File: src/rtl/hs_pkg.sv
// Shared encodings for the Nios PIO block handshake: FSM states, sw commands, hw status codes.
package hs_pkg;

    typedef enum logic [1:0] {
        ST_IDLE     = 2'd0,
        ST_WAIT_LOW = 2'd1,
        ST_HOLD     = 2'd2,
        ST_ERR      = 2'd3
    } state_t;

    localparam logic [1:0] CMD_IDLE   = 2'b00;
    localparam logic [1:0] CMD_WORD   = 2'b01;
    localparam logic [1:0] CMD_COMMIT = 2'b10;
    localparam logic [1:0] CMD_ABORT  = 2'b11;

    localparam logic [1:0] STS_READY  = 2'b00;
    localparam logic [1:0] STS_ACK    = 2'b01;
    localparam logic [1:0] STS_BUSY   = 2'b10;
    localparam logic [1:0] STS_ERROR  = 2'b11;

endpackage

File: src/rtl/hs_block_responder_if.sv
// Bundle of the sw-facing PIO handshake and the downstream block port.
interface hs_block_responder_if #(
    parameter int WORDS = 8
);
    localparam int CW = $clog2(WORDS + 1);

    logic [15:0]         to_hw_port;
    logic [1:0]          to_hw_sig;
    logic [1:0]          to_sw_sig;
    logic [16*WORDS-1:0] block_data;
    logic                block_valid;
    logic                block_ready;
    logic [CW-1:0]       word_count;

    modport master (
        output to_hw_port, to_hw_sig, block_ready,
        input  to_sw_sig, block_data, block_valid, word_count
    );

    modport slave (
        input  to_hw_port, to_hw_sig, block_ready,
        output to_sw_sig, block_data, block_valid, word_count
    );

endinterface

File: src/rtl/hs_sync.sv
// Parameterized-depth flop synchronizer, cleared by synchronous reset.
module hs_sync #(
    parameter int WIDTH  = 2,
    parameter int STAGES = 2
) (
    input  logic             clk,
    input  logic             reset,
    input  logic [WIDTH-1:0] i_d,
    output logic [WIDTH-1:0] o_q
);

    logic [STAGES-1:0][WIDTH-1:0] r_ff;

    always_ff @(posedge clk) begin
        if (reset) begin
            r_ff <= '0;
        end else begin
            r_ff[0] <= i_d;
            for (int i = 1; i < STAGES; i++) r_ff[i] <= r_ff[i-1];
        end
    end

    assign o_q = r_ff[STAGES-1];

endmodule

File: src/rtl/hs_block_responder.sv
// Block assembler answering a Nios PIO word/commit/abort handshake.
// Optional WAIT_LOW watchdog compiled in with `define HS_RESP_TIMEOUT_EN.
module hs_block_responder_core
    import hs_pkg::*;
#(
    parameter int WORDS          = 8,
    parameter int SYNC_STAGES    = 2,
    parameter int TIMEOUT_CYCLES = 1023
) (
    input  logic               clk,
    input  logic               reset,
    hs_block_responder_if.slave bus
);

    localparam int CW = $clog2(WORDS + 1);

    logic [1:0]          w_sig_s;
    state_t              r_state, w_state;
    logic [1:0]          r_sts, w_sts;
    logic                r_valid, w_valid;
    logic [CW-1:0]       r_cnt, w_cnt;
    logic                w_cap;
    logic                w_timeout;
    logic [16*WORDS-1:0] r_data;

    hs_sync #(.WIDTH(2), .STAGES(SYNC_STAGES)) u_sync (
        .clk   (clk),
        .reset (reset),
        .i_d   (bus.to_hw_sig),
        .o_q   (w_sig_s)
    );

`ifdef HS_RESP_TIMEOUT_EN
    localparam int TW = $clog2(TIMEOUT_CYCLES + 1);
    logic [TW-1:0] r_timer;

    // Restarts on any (re)entry to WAIT_LOW, including an ABORT while already there.
    always_ff @(posedge clk) begin
        if (reset || r_state != ST_WAIT_LOW || w_sig_s == CMD_ABORT) r_timer <= '0;
        else if (!w_timeout)                                        r_timer <= r_timer + 1'b1;
    end

    assign w_timeout = (r_state == ST_WAIT_LOW) && (r_timer == TW'(TIMEOUT_CYCLES - 1));
`else
    assign w_timeout = 1'b0;
`endif

    always_comb begin
        w_state = r_state;
        w_sts   = r_sts;
        w_valid = r_valid;
        w_cnt   = r_cnt;
        w_cap   = 1'b0;
        // ABORT overrides everything, including a same-cycle block_ready in HOLD.
        if (w_sig_s == CMD_ABORT) begin
            w_state = ST_WAIT_LOW;
            w_sts   = STS_READY;
            w_valid = 1'b0;
            w_cnt   = '0;
        end else begin
            case (r_state)
                ST_IDLE: begin
                    if (w_sig_s == CMD_WORD) begin
                        if (r_cnt < CW'(WORDS)) begin
                            w_cap   = 1'b1;
                            w_cnt   = r_cnt + 1'b1;
                            w_sts   = STS_ACK;
                            w_state = ST_WAIT_LOW;
                        end else begin
                            w_sts   = STS_ERROR;
                            w_state = ST_ERR;
                        end
                    end else if (w_sig_s == CMD_COMMIT) begin
                        if (r_cnt == CW'(WORDS)) begin
                            w_valid = 1'b1;
                            w_sts   = STS_BUSY;
                            w_state = ST_HOLD;
                        end else begin
                            w_sts   = STS_ERROR;
                            w_state = ST_ERR;
                        end
                    end
                end
                ST_WAIT_LOW: begin
                    if (w_sig_s == CMD_IDLE) begin
                        w_sts   = STS_READY;
                        w_state = ST_IDLE;
                    end else if (w_timeout) begin
                        w_sts   = STS_ERROR;
                        w_state = ST_ERR;
                    end
                end
                ST_HOLD: begin
                    if (r_valid && bus.block_ready) begin
                        w_valid = 1'b0;
                        w_cnt   = '0;
                        w_sts   = STS_ACK;
                        w_state = ST_WAIT_LOW;
                    end
                end
                default: begin
                    w_sts = STS_ERROR;
                end
            endcase
        end
    end

    always_ff @(posedge clk) begin
        if (reset) begin
            r_state <= ST_IDLE;
            r_sts   <= STS_READY;
            r_valid <= 1'b0;
            r_cnt   <= '0;
            r_data  <= '0;
        end else begin
            r_state <= w_state;
            r_sts   <= w_sts;
            r_valid <= w_valid;
            r_cnt   <= w_cnt;
            // First word lands in the MSB slot.
            if (w_cap) begin
                for (int i = 0; i < WORDS; i++)
                    if (r_cnt == CW'(i)) r_data[16*(WORDS-1-i) +: 16] <= bus.to_hw_port;
            end
        end
    end

    assign bus.to_sw_sig   = r_sts;
    assign bus.block_valid = r_valid;
    assign bus.word_count  = r_cnt;
    assign bus.block_data  = r_data;

endmodule

module hs_block_responder #(
    parameter int WORDS          = 8,
    parameter int SYNC_STAGES    = 2,
    parameter int TIMEOUT_CYCLES = 1023
) (
    input  logic                         clk,
    input  logic                         reset,
    input  logic [15:0]                  to_hw_port,
    input  logic [1:0]                   to_hw_sig,
    output logic [1:0]                   to_sw_sig,
    output logic [16*WORDS-1:0]          block_data,
    output logic                         block_valid,
    input  logic                         block_ready,
    output logic [$clog2(WORDS+1)-1:0]   word_count
);

    hs_block_responder_if #(.WORDS(WORDS)) u_bus ();

    assign u_bus.to_hw_port  = to_hw_port;
    assign u_bus.to_hw_sig   = to_hw_sig;
    assign u_bus.block_ready = block_ready;
    assign to_sw_sig         = u_bus.to_sw_sig;
    assign block_data        = u_bus.block_data;
    assign block_valid       = u_bus.block_valid;
    assign word_count        = u_bus.word_count;

    hs_block_responder_core #(
        .WORDS          (WORDS),
        .SYNC_STAGES    (SYNC_STAGES),
        .TIMEOUT_CYCLES (TIMEOUT_CYCLES)
    ) u_core (
        .clk   (clk),
        .reset (reset),
        .bus   (u_bus.slave)
    );

endmodule

File: config.mk
export PLATFORM = sky130hd
export DESIGN_NAME = hs_block_responder
export DESIGN_NICKNAME = d
export VERILOG_FILES = /design/src/rtl/hs_pkg.sv /design/src/rtl/hs_block_responder_if.sv /design/src/rtl/hs_sync.sv /design/src/rtl/hs_block_responder.sv
export SDC_FILE = /design/constraint.sdc
export NUM_CORES = 1
export LEC_CHECK = 0
export CAP_MARGIN = 20
export CELL_PAD_IN_SITES_DETAIL_PLACEMENT = 0
export CELL_PAD_IN_SITES_GLOBAL_PLACEMENT = 1
export CORE_ASPECT_RATIO = 0.5
export CORE_MARGIN = 1.5
export CORE_UTILIZATION = 38
export CTS_CLUSTER_SIZE = 24
export DETAILED_ROUTE_END_ITERATION = 12
export GPL_TIMING_DRIVEN = 0
export PLACE_DENSITY = 0.82
export SLEW_MARGIN = 20
export SYNTH_ARGS = -nofsm -noshare
export SYNTH_HDL_FRONTEND = slang
export SYNTH_SLANG_ARGS = --single-unit
File: constraint.sdc
create_clock -name clk -period 3.2 [get_ports clk]
set_input_delay 0.32 -clock clk [delete_from_list [all_inputs] [get_ports clk]]
set_output_delay 0.32 -clock clk [all_outputs]
set_load 0.005 [all_outputs]
Word-level counts from Yosys, hierarchy flattened
Index checks and enable logic that the tools add are counted.

operators by class
  add/subtract/negate cells = 1
  $lt $le $gt $ge = 1
  equality and inequality tests = 24
  muxes and demuxes = 22
  reductions and logical operators = 21

operator list
  kind                                           count
  == test 4 x 3 -> 1 bit, second input constant  4
  AND reduction 2 bit                            8
  2-to-1 mux 4 bit                               3
  != test 2 x 1 -> 1 bit, second input constant  6
  case mux 2 bit (3 select lines)                2
  AND reduction 4 bit                            3
  2-to-1 mux 1 bit                               10
  2-to-1 mux 2 bit                               5
  != test 3 x 1 -> 1 bit, second input constant  3
  == test 4 x 2 -> 1 bit, second input constant  2
  case mux 4 bit (2 select lines)                1
  == test 2 bit, second input constant           3
  AND reduction 5 bit                            1
  adder 4 x 1 -> 4 bit, second input constant    1
  == test 2 x 1 -> 1 bit, second input constant  2
  == test 4 x 1 -> 1 bit, second input constant  1
  == test 4 bit, second input constant           1
  zero test 2 bit                                2
  zero test 4 bit                                1
  < comparator 4 bit, second input constant      1
  != test 4 x 1 -> 1 bit, second input constant  1
  nonzero test 4 bit                             1
  AND reduction 3 bit                            1
  nonzero test 3 bit                             1
  5 further kinds                                5

word-level totals
  register bits after elaboration = 141
  bits of input ports = 21
  output and inout port bits = 135

Depth between registers and ports, before layout
Gate-level depths: netlist of run 1.

  depth after elaboration = 6
  gate-level depth with buffers = 9
  mapped depth without buffers = 6

Cells and area by module
Synthesis of run 1 repeated with hierarchy kept, for this count alone.

unflattened totals
  cells, all modules = 611
  area, all modules = 5619.1 um2

modules (own cells, without submodules)
  module                   instances  cells each  area each (um2)  seq. area each (um2)
  hs_block_responder_core  1          601         5499.0           2742.6
  hs_sync                  1          10          120.1            80.1

Worst setup path before layout of run 1
OpenSTA, ideal clock, no wires.

  kind = reg2reg
  start point = register u_core.r_state[0]
  end point = register u_core.r_cnt[3] (netlist: u_core.bus.word_count[3])
  setup time = 115 ps
  arrival = 1624 ps
  slack = 1461 ps
  cell stages (with the launch flop) = 9
  path buffers = 2
  clock period less this slack = 1739 ps
  path through = dfxtp_1 -> inv_1 -> ha_1 -> and4bb_1 -> buf_6 -> buf_12 -> o21ai_2 -> nor2_1 -> o21ba_2

between the ends
  longest elaborated chain between the ends = 3

ends and longest elaborated chain
  element                                                                        line                       text
  start: declaration                                                             hs_block_responder.sv:18   state_t r_state, w_state;
  start signal: assignment                                                       hs_block_responder.sv:116  r_state <= w_state;
  == test 2 bit or zero test 2 bit (tied branches)                               hs_block_responder.sv:61   case (r_state)
  != test 2 x 1 -> 1 bit (no source line) or nonzero test 2 bit (tied branches)  --
  AND reduction 4 bit (no source line)                                           --
  end signal: assignment                                                         hs_block_responder.sv:119  r_cnt <= w_cnt;
  end: declaration                                                               hs_block_responder.sv:21   logic [CW-1:0] r_cnt, w_cnt;

Parallel ways exist; a longest one is shown, timed or not.
A chain may end at the register's enable or synchronous reset.

Worst setup path in the final report of run 1
  start point = register u_core.r_state[1]
  end point = register u_core.r_data[55] (netlist: u_core.bus.block_data[55])

between the ends
  longest elaborated chain between the ends = 4

ends and longest elaborated chain
  element                               line                       text
  zero test 2 bit                       hs_block_responder.sv:61
  2-to-1 mux 1 bit                      hs_block_responder.sv:61
  2-to-1 mux 1 bit                      hs_block_responder.sv:55   if (w_sig_s == CMD_ABORT) begin
  AND reduction 2 bit (no source line)  --
  end signal: indexed assignment        hs_block_responder.sv:123  if (r_cnt == CW'(i)) r_data[16*(WORDS-1-i) +: 16] <= bus.to_hw_port;
  end: declaration                      hs_block_responder.sv:24   logic [16*WORDS-1:0] r_data;

No other way between the ends.

==> summary.md, run 1 <==
| Metric | Value |
|---|---|
| Synth area leaders | dfxtp_1 50%, nand2_1 17%, a21oi_1 10% |
| Fin. Hold Viols | 0 |
| Post-CTS Setup Repair Bufs | 0 |
| Fin crit period | 2030 ps |
| Drt first pass iters | 5 |
| Post-DP HPWL | 12000 um |
| TritonCTS clock tree | done |
| CTS Sinks | 141 |
| Post-synthesis cell type count | 44 |
| Core box area | approximately 15000 um2 |
| Most frequent cells in the layout | 259 x nand2_1, 141 x dfxtp_1, 138 x clkdlybuf4s50_1 |
| Final Skew | approximately 7.8 ps |
| Total gr overflow | 0 |
| Hold Path Class | primary input to flip-flop |
| Pwr dens | 556 nW/um2 |
| Port-buffer cells | 138 |
| Post-Place Cells | between 1000 and 1500 |
| FILL cells | 1360 |
| Gr usage total | 0.229 |
| Post-CTS Hold Fix Bufs | 0 |
| Vias in the first global route | 4738 |
| Post-DRT Antenna Nets | 0 |
| Sequential area share after synthesis | 0.496 |
| Via density | roughly 4.8 |
| DR WL/cell | about 17 um |
| Synth Flop Type | dfxtp_1 |
| CTS resizes | 0 |
| Post-synth ARST share | 0 |
| Cells after Synth | 669 |
| # nets final | roughly 860 |
| Final period util | 0.635 |
| Synth Register Bits | 141 |
| RSZ-0062 raised after global routing | no |
| Worst-case vdd ir drop | between 0.4 and 0.5 mV |
| Tightest Pin Transition | between 800 and 900 ps |
| Vias | 4987 |
| EDFF count, synth | 0 |
| Layout cells sized above 1 | 0.133 |
| Syn_nets | 698 |
| Fmax | 492 MHz |
| Max-slew violation count | 0 |
| Post-route DRC violation count | 0 |
| Syn Std Cell Area | 5690 um2 |
| Total wire length | 17600 um |
| Critical Path Source Type | flip-flop |
| Critical path type | flip-flop to flip-flop |
| Yosys top cell area share | 0.496 |
| Synth-to-layout area growth | 39.9% |
| Post-synth top area cell | dfxtp_1 |
| Row cnt | 31 |
| Final setup viols | 0 |
| Die Ht | 89.5 um |
| Most common cell after layout, fill and taps aside | nand2_1 |
| Critical path endpoint category | flip-flop |
| Initial core utilization | 0.391 |
| # IOs | about 160 |
| Crit Path Max Fanout | 10 |
| Setup total negative slack | 0 ps |
| Root buffer cell | clkbuf_16 |
| WP data required | 3480 ps |
| Max clock buf depth | 2 |
| WP data arrival | approximately 2300 ps |
| Layout Cells excl Fill | 1037 |
| First-pass GRT wire length | 26800 um |
| DP Area | 7320 um2 |
| Cell area after layout | 7960 um2 |
| Leakage | 2.71 nW |
| Rel. slew slack | 0.451 |
| Antenna violations before repair | 0 |
| Die ar. | 15800 um2 |
| Clk slew on worst S/H paths | about 60 ps |
| Status | complete, no violations |
| Routability Congestion | 0.828 |
| Antenna Cells | 0 |
| Width of the die | 176 um |
| Max H-tree Level | 4 |
| Iteration-0 DRC Markers | 289 |
| Clk_lat worst skew | 410 ps |
| Yosys warns | 0 |
| Max-cap viol count | 0 |
| Largest net degree at the start of global routing | 17 |
| Syn Area/Cell | 8.50 um2 |
| Num CTS Buffers | 17 |
[routing by layer]
layer / GRT usage / part of all wire / vias to the layer above
met4: 0.0738 / 0.019 / 0
li1: - / - / 2477
met5: 0 / 0 / -
met2: 0.387 / 0.47 / 149
met1: 0.303 / 0.46 / 2338
met3: 0.0391 / 0.049 / 23
[where the power goes]
part / switching [mW] / total (mW) / internal (mW)
registers: 0.0282 / 1.83 / 1.80
clock network: 0.795 / 2.15 / 1.35
logic: 0.256 / 0.454 / 0.198
total: 1.08 / 4.43 / 3.35
[cell usage after synthesis (6+ instances only)]
master / n
nor2_1: 7
a21oi_2: 19
a21oi_1: 115
buf_4: 6
ha_1: 8
buf_6: 19
nand2_1: 259
clkbuf_1: 15
dfxtp_1: 141
buf_2: 8
buf_8: 11
inv_1: 7
[cells by family (layout without fill, tap and decap cells)]
kind of cell,Yosys count,count (layout),synth area share
muxes,3,3,0.00528
DFF,141,141,0.496
xor gates and xnor gates,3,3,0.00462
AOI/OAI and AO/OA,150,150,0.154
buffers and inverters,68,238,0.100
and+or+nand+nor,296,296,0.222
adders and majority gates,8,8,0.0176
[registers in the layout (all words and copies together), names as in the netlist]
name,flops
u_core.bus.block_data,128
u_core.bus.to_sw_sig,2
u_core.u_sync.r_ff,2
u_core.bus.block_valid,1
u_core.bus.word_count,4
u_core.u_sync.o_q,2
u_core.r_state,2
[critical path, stage by stage, from the launching register on]
cell and delay, ps:
dfxtp_1 330, inv_1 100, ha_1 350, and4bb_1 260, buf_6 130, nand3_1 270
buf_2 300, nand2_1 110, a21oi_2 50
[area by class of cell]
cell class                      instances  area, um2  share of cell area
Buffer                                 61        544              0.0684
Clock buffer                           19        453              0.0569
Clock inverter                         13        188              0.0236
Inverter                                7       26.3             0.00330
Multi-Input combinational cell        460       2300               0.288
Sequential cell                       141       2820               0.355
Tap cell                              198        248              0.0311
Timing Repair Buffer                  138       1380               0.174
[final timing paths]
path                               from                   endpoint  slack, ps  cells past startpoint
hold reg to reg   u_core.u_sync.r_ff[1]       u_core.u_sync.o_q[1]        440                      1
hold / removal           to_hw_port[10]  u_core.bus.block_data[42]        190                      3
setup / recovery      u_core.r_state[1]  u_core.bus.block_data[55]       1170                      8
setup reg to reg      u_core.r_state[1]  u_core.bus.block_data[55]       1170                      8
[through the flow]
step           power (mW)  setup slack [ps]   util  hold WS [ps]
3_5_place_dp         2.32              1050  0.503           434
4_1_cts              4.44              1180  0.547           177
3_3_place_gp         2.31              1050  0.503           425
2_1_floorplan        2.15              1460      -           414
6_report             4.43              1170  0.547           187
5_1_grt              4.58              1020  0.547           178
Note: power is estimated with default switching activity, not from simulation.
==> run 2: changes to the inputs <==
- CORE_UTILIZATION: 38 -> 35
- PLACE_DENSITY: 0.82 -> 0.76
- clock period: 3.2 -> 2 ns (I/O delays scaled with it)
==> run 2 against run 1 <==
Design area is 0.25% higher. Total power is 55% higher. Combinational power is 67% higher. Die area is 8.3% higher. Critical path type unchanged.
==> summary.md, run 2 (synthesis results as in run 1) <==
| Metric | Value |
|---|---|
| Width of the die | 183 um (+4.1%) |
| Worst hold start | to_hw_port[11] |
| Vias in the first global route | 4614 (-2.6%) |
| Vias | 4961 (-0.52%) |
| CTS Sinks | 141 (unchanged) |
| Worst path top cell family by delay | buffers and inverters |
| Core Util, Final | 0.510 (-0.0375) |
| Routability Congestion | 0.760 (-8.2%) |
| Iteration-0 DRC Markers | 367 (+27%) |
| Critical path endpoint category | flip-flop |
| Power Total | 6.87 mW (+55%) |
| Layout cells sized above 1 | 0.135 (+0.00119) |
| Most common cell after layout, fill and taps aside | nand2_1 |
| Critical Path Source Type | flip-flop |
| Crit path cell chain | inv_1, ha_4, and4bb_1, buf_6, buf_12, nand3b_2, buf_6, nand2_1, a21oi_2 |
| Via density | 4.68 (-2.7%) |
| Cells on Worst Hold Path | 3 (unchanged) |
| # nets final | 855 (unchanged) |
| Worst path depth | 9 (+1) |
| WP data arrival | 2150 ps (-170 ps) |
| Wire length on met1 | 8420 um (+4.0%) |
| TritonCTS clock tree | done |
| Reg-to-reg critical path startpoint | u_core.r_state[0] |
| Pwr dens | 861 nW/um2 (+55%) |
| Fin crit period | 1880 ps (-149 ps) |
| Drt first pass iters | 5 (unchanged) |
| Top routing layer used | met4 |
| Met3 wire length | 711 um (-17%) |
| Port-buffer cells | 138 (unchanged) |
| Leakage | 2.72 nW (+0.51%) |
| Max-slew violation count | 0 (unchanged) |
| Total wire length | 17600 um (-0.22%) |
| Post-route DRC violation count | 0 (unchanged) |
| Max H-tree Level | 4 (unchanged) |
| Hold endpoint | u_core.bus.block_data[123] |
| Antenna Cells | 0 (unchanged) |
| Fmax | 531 MHz (+7.9%) |
| Total gr overflow | 0 (unchanged) |
| Hold Path Class | primary input to flip-flop |
| Clk slew on worst S/H paths | 60 ps (about the same) |
| Num CTS Buffers | 17 (unchanged) |
| Most frequent cells in the layout | 259 x nand2_1, 141 x dfxtp_1, 138 x clkdlybuf4s50_1 |
| DR WL/cell | 16.6 um (-2.4%) |
| Max clock buf depth | 2 (unchanged) |
| Path depth of the worst reg2reg path | 9 (+1) |
| Post-CTS Hold Fix Bufs | 0 (unchanged) |
| # IOs | 156 (unchanged) |
| RSZ-0062 raised after global routing | yes |
| Final Skew | 8.14 ps (+0.381 ps) |
| Post-DRT Antenna Nets | 0 (unchanged) |
| Status | complete, no violations |
| DP Area | 7350 um2 (+0.39%) |
| Hold Slack | 60.6 ps (-127 ps) |
| Post-DP HPWL | 12300 um (+2.7%) |
| Worst-case vdd ir drop | 0.603 mV (+36%) |
| Layout Cells excl Fill | 1060 (+2.2%) |
| Worst path max stage delay | 340 ps (about the same) |
| Antenna violations before repair | 0 (unchanged) |
| Rel. slew slack | 0.464 (+0.0136) |
| Routed wl met2 | 8210 um (-1.1%) |
| Final setup viols | 0 (unchanged) |
| Critical path type | flip-flop to flip-flop |
| Largest register FFs | 128 (unchanged) |
| Slowest cell on crit path | dfxtp_1 |
| Cell repeated most along the worst path | buf_6 |
| Max-cap viol count | 0 (unchanged) |
| Largest net degree at the start of global routing | 17 (unchanged) |
| Clk_lat worst skew | 420 ps (about the same) |
| Synth-to-layout area growth | 40.2% |
| Gr usage total | 0.210 (-0.0191) |
| Final period util | 0.942 (+0.307) |
| FF-to-FF End | u_core.bus.block_data[111] |
| WP data required | 2270 ps (-1210 ps) |
| Crit Path Max Fanout | 10 (unchanged) |
| Core box area | 15700 um2 (+7.6%) |
| Root buffer cell | clkbuf_16 |
| Post-Place Cells | 1028 (+2.3%) |
| Cell area after layout | 7980 um2 (+0.25%) |
| Die ar. | 17100 um2 (+8.3%) |
| Fin. Hold Viols | 0 (unchanged) |
| Initial core utilization | 0.363 (-0.0277) |
| CP bufs+invs | 4 (+1) |
| R2r setup slk | 120 ps (-1050 ps) |
| First-pass GRT wire length | 26800 um (-0.18%) |
| Die Ht | 93.2 um (+4.1%) |
| Row cnt | 32 (+3.2%) |
| Tightest Pin Transition | 804 ps (-20.4 ps) |
[run 2: cell count changes in the layout (fill, tap and decap cells not counted), moves of 2 or more]
cell / previous run / this run
inv_6: 2 / 0
clkinv_4: 2 / 0
clkbuf_8: 2 / 4
clkinvlp_4: 3 / 5
nand3b_4: 0 / 2
nand3b_2: 4 / 2
bufinv_16: 4 / 2
[run 2: where the power goes]
part | internal (mW) | switching [mW] | total (mW) | leakage, nW
registers | 2.88 | 0.0445 | 2.92 | 1.14
logic | 0.344 | 0.412 | 0.756 | 1.30
clock network | 1.96 | 1.23 | 3.19 | 0.280
[run 2: area by class of cell]
class | instances | area, um2
Sequential cell | 141 | 2820
Multi-Input combinational cell | 460 | 2330
Timing Repair Buffer | 138 | 1380
Clock inverter | 10 | 113
Fill cell | 1483 | 7680
Tap cell | 221 | 277
Buffer | 61 | 544
Inverter | 7 | 26.3
Clock buffer | 22 | 484
[run 2: timing repair]
action | 4_1_cts | 5_1_grt
setup endpoints to repair | 10 | 80
hold endpoints to repair | 0 | 0
resized for setup | 1 | 4
setup buffers | 0 | 0
[run 2: routing by layer]
layer | up-vias | global-route usage
met2 | 113 | 0.336
met1 | 2348 | 0.287
met5 | - | 0
met3 | 18 | 0.0382
met4 | 0 | 0.0676
li1 | 2482 | -
[run 2: worst min-delay path: stages]
cell and delay (ps):
buf_8 120, nand2_1 50, a21oi_1 50
[run 2: metrics by stage]
stage	worst slack, ps	setup TNS [ps]
floorplan	261	0
global placement	-64.1	-269
detailed placement	-57.8	-229
CTS	57.4	0
global route	-12.3	-26.0
finish	116	0
[run 2: how the worst max path moves through the flow]
stage                                 endpoint  slack, ps               from
finish              u_core.bus.block_data[111]        120  u_core.r_state[0]
detailed placement   u_core.bus.block_data[48]        -60              reset
CTS                  u_core.bus.block_data[62]         60  u_core.r_state[1]
global placement             u_core.r_state[0]        -60              reset
floorplan             u_core.bus.word_count[3]        260  u_core.r_state[0]
global route         u_core.bus.block_data[78]        -10  u_core.r_state[1]
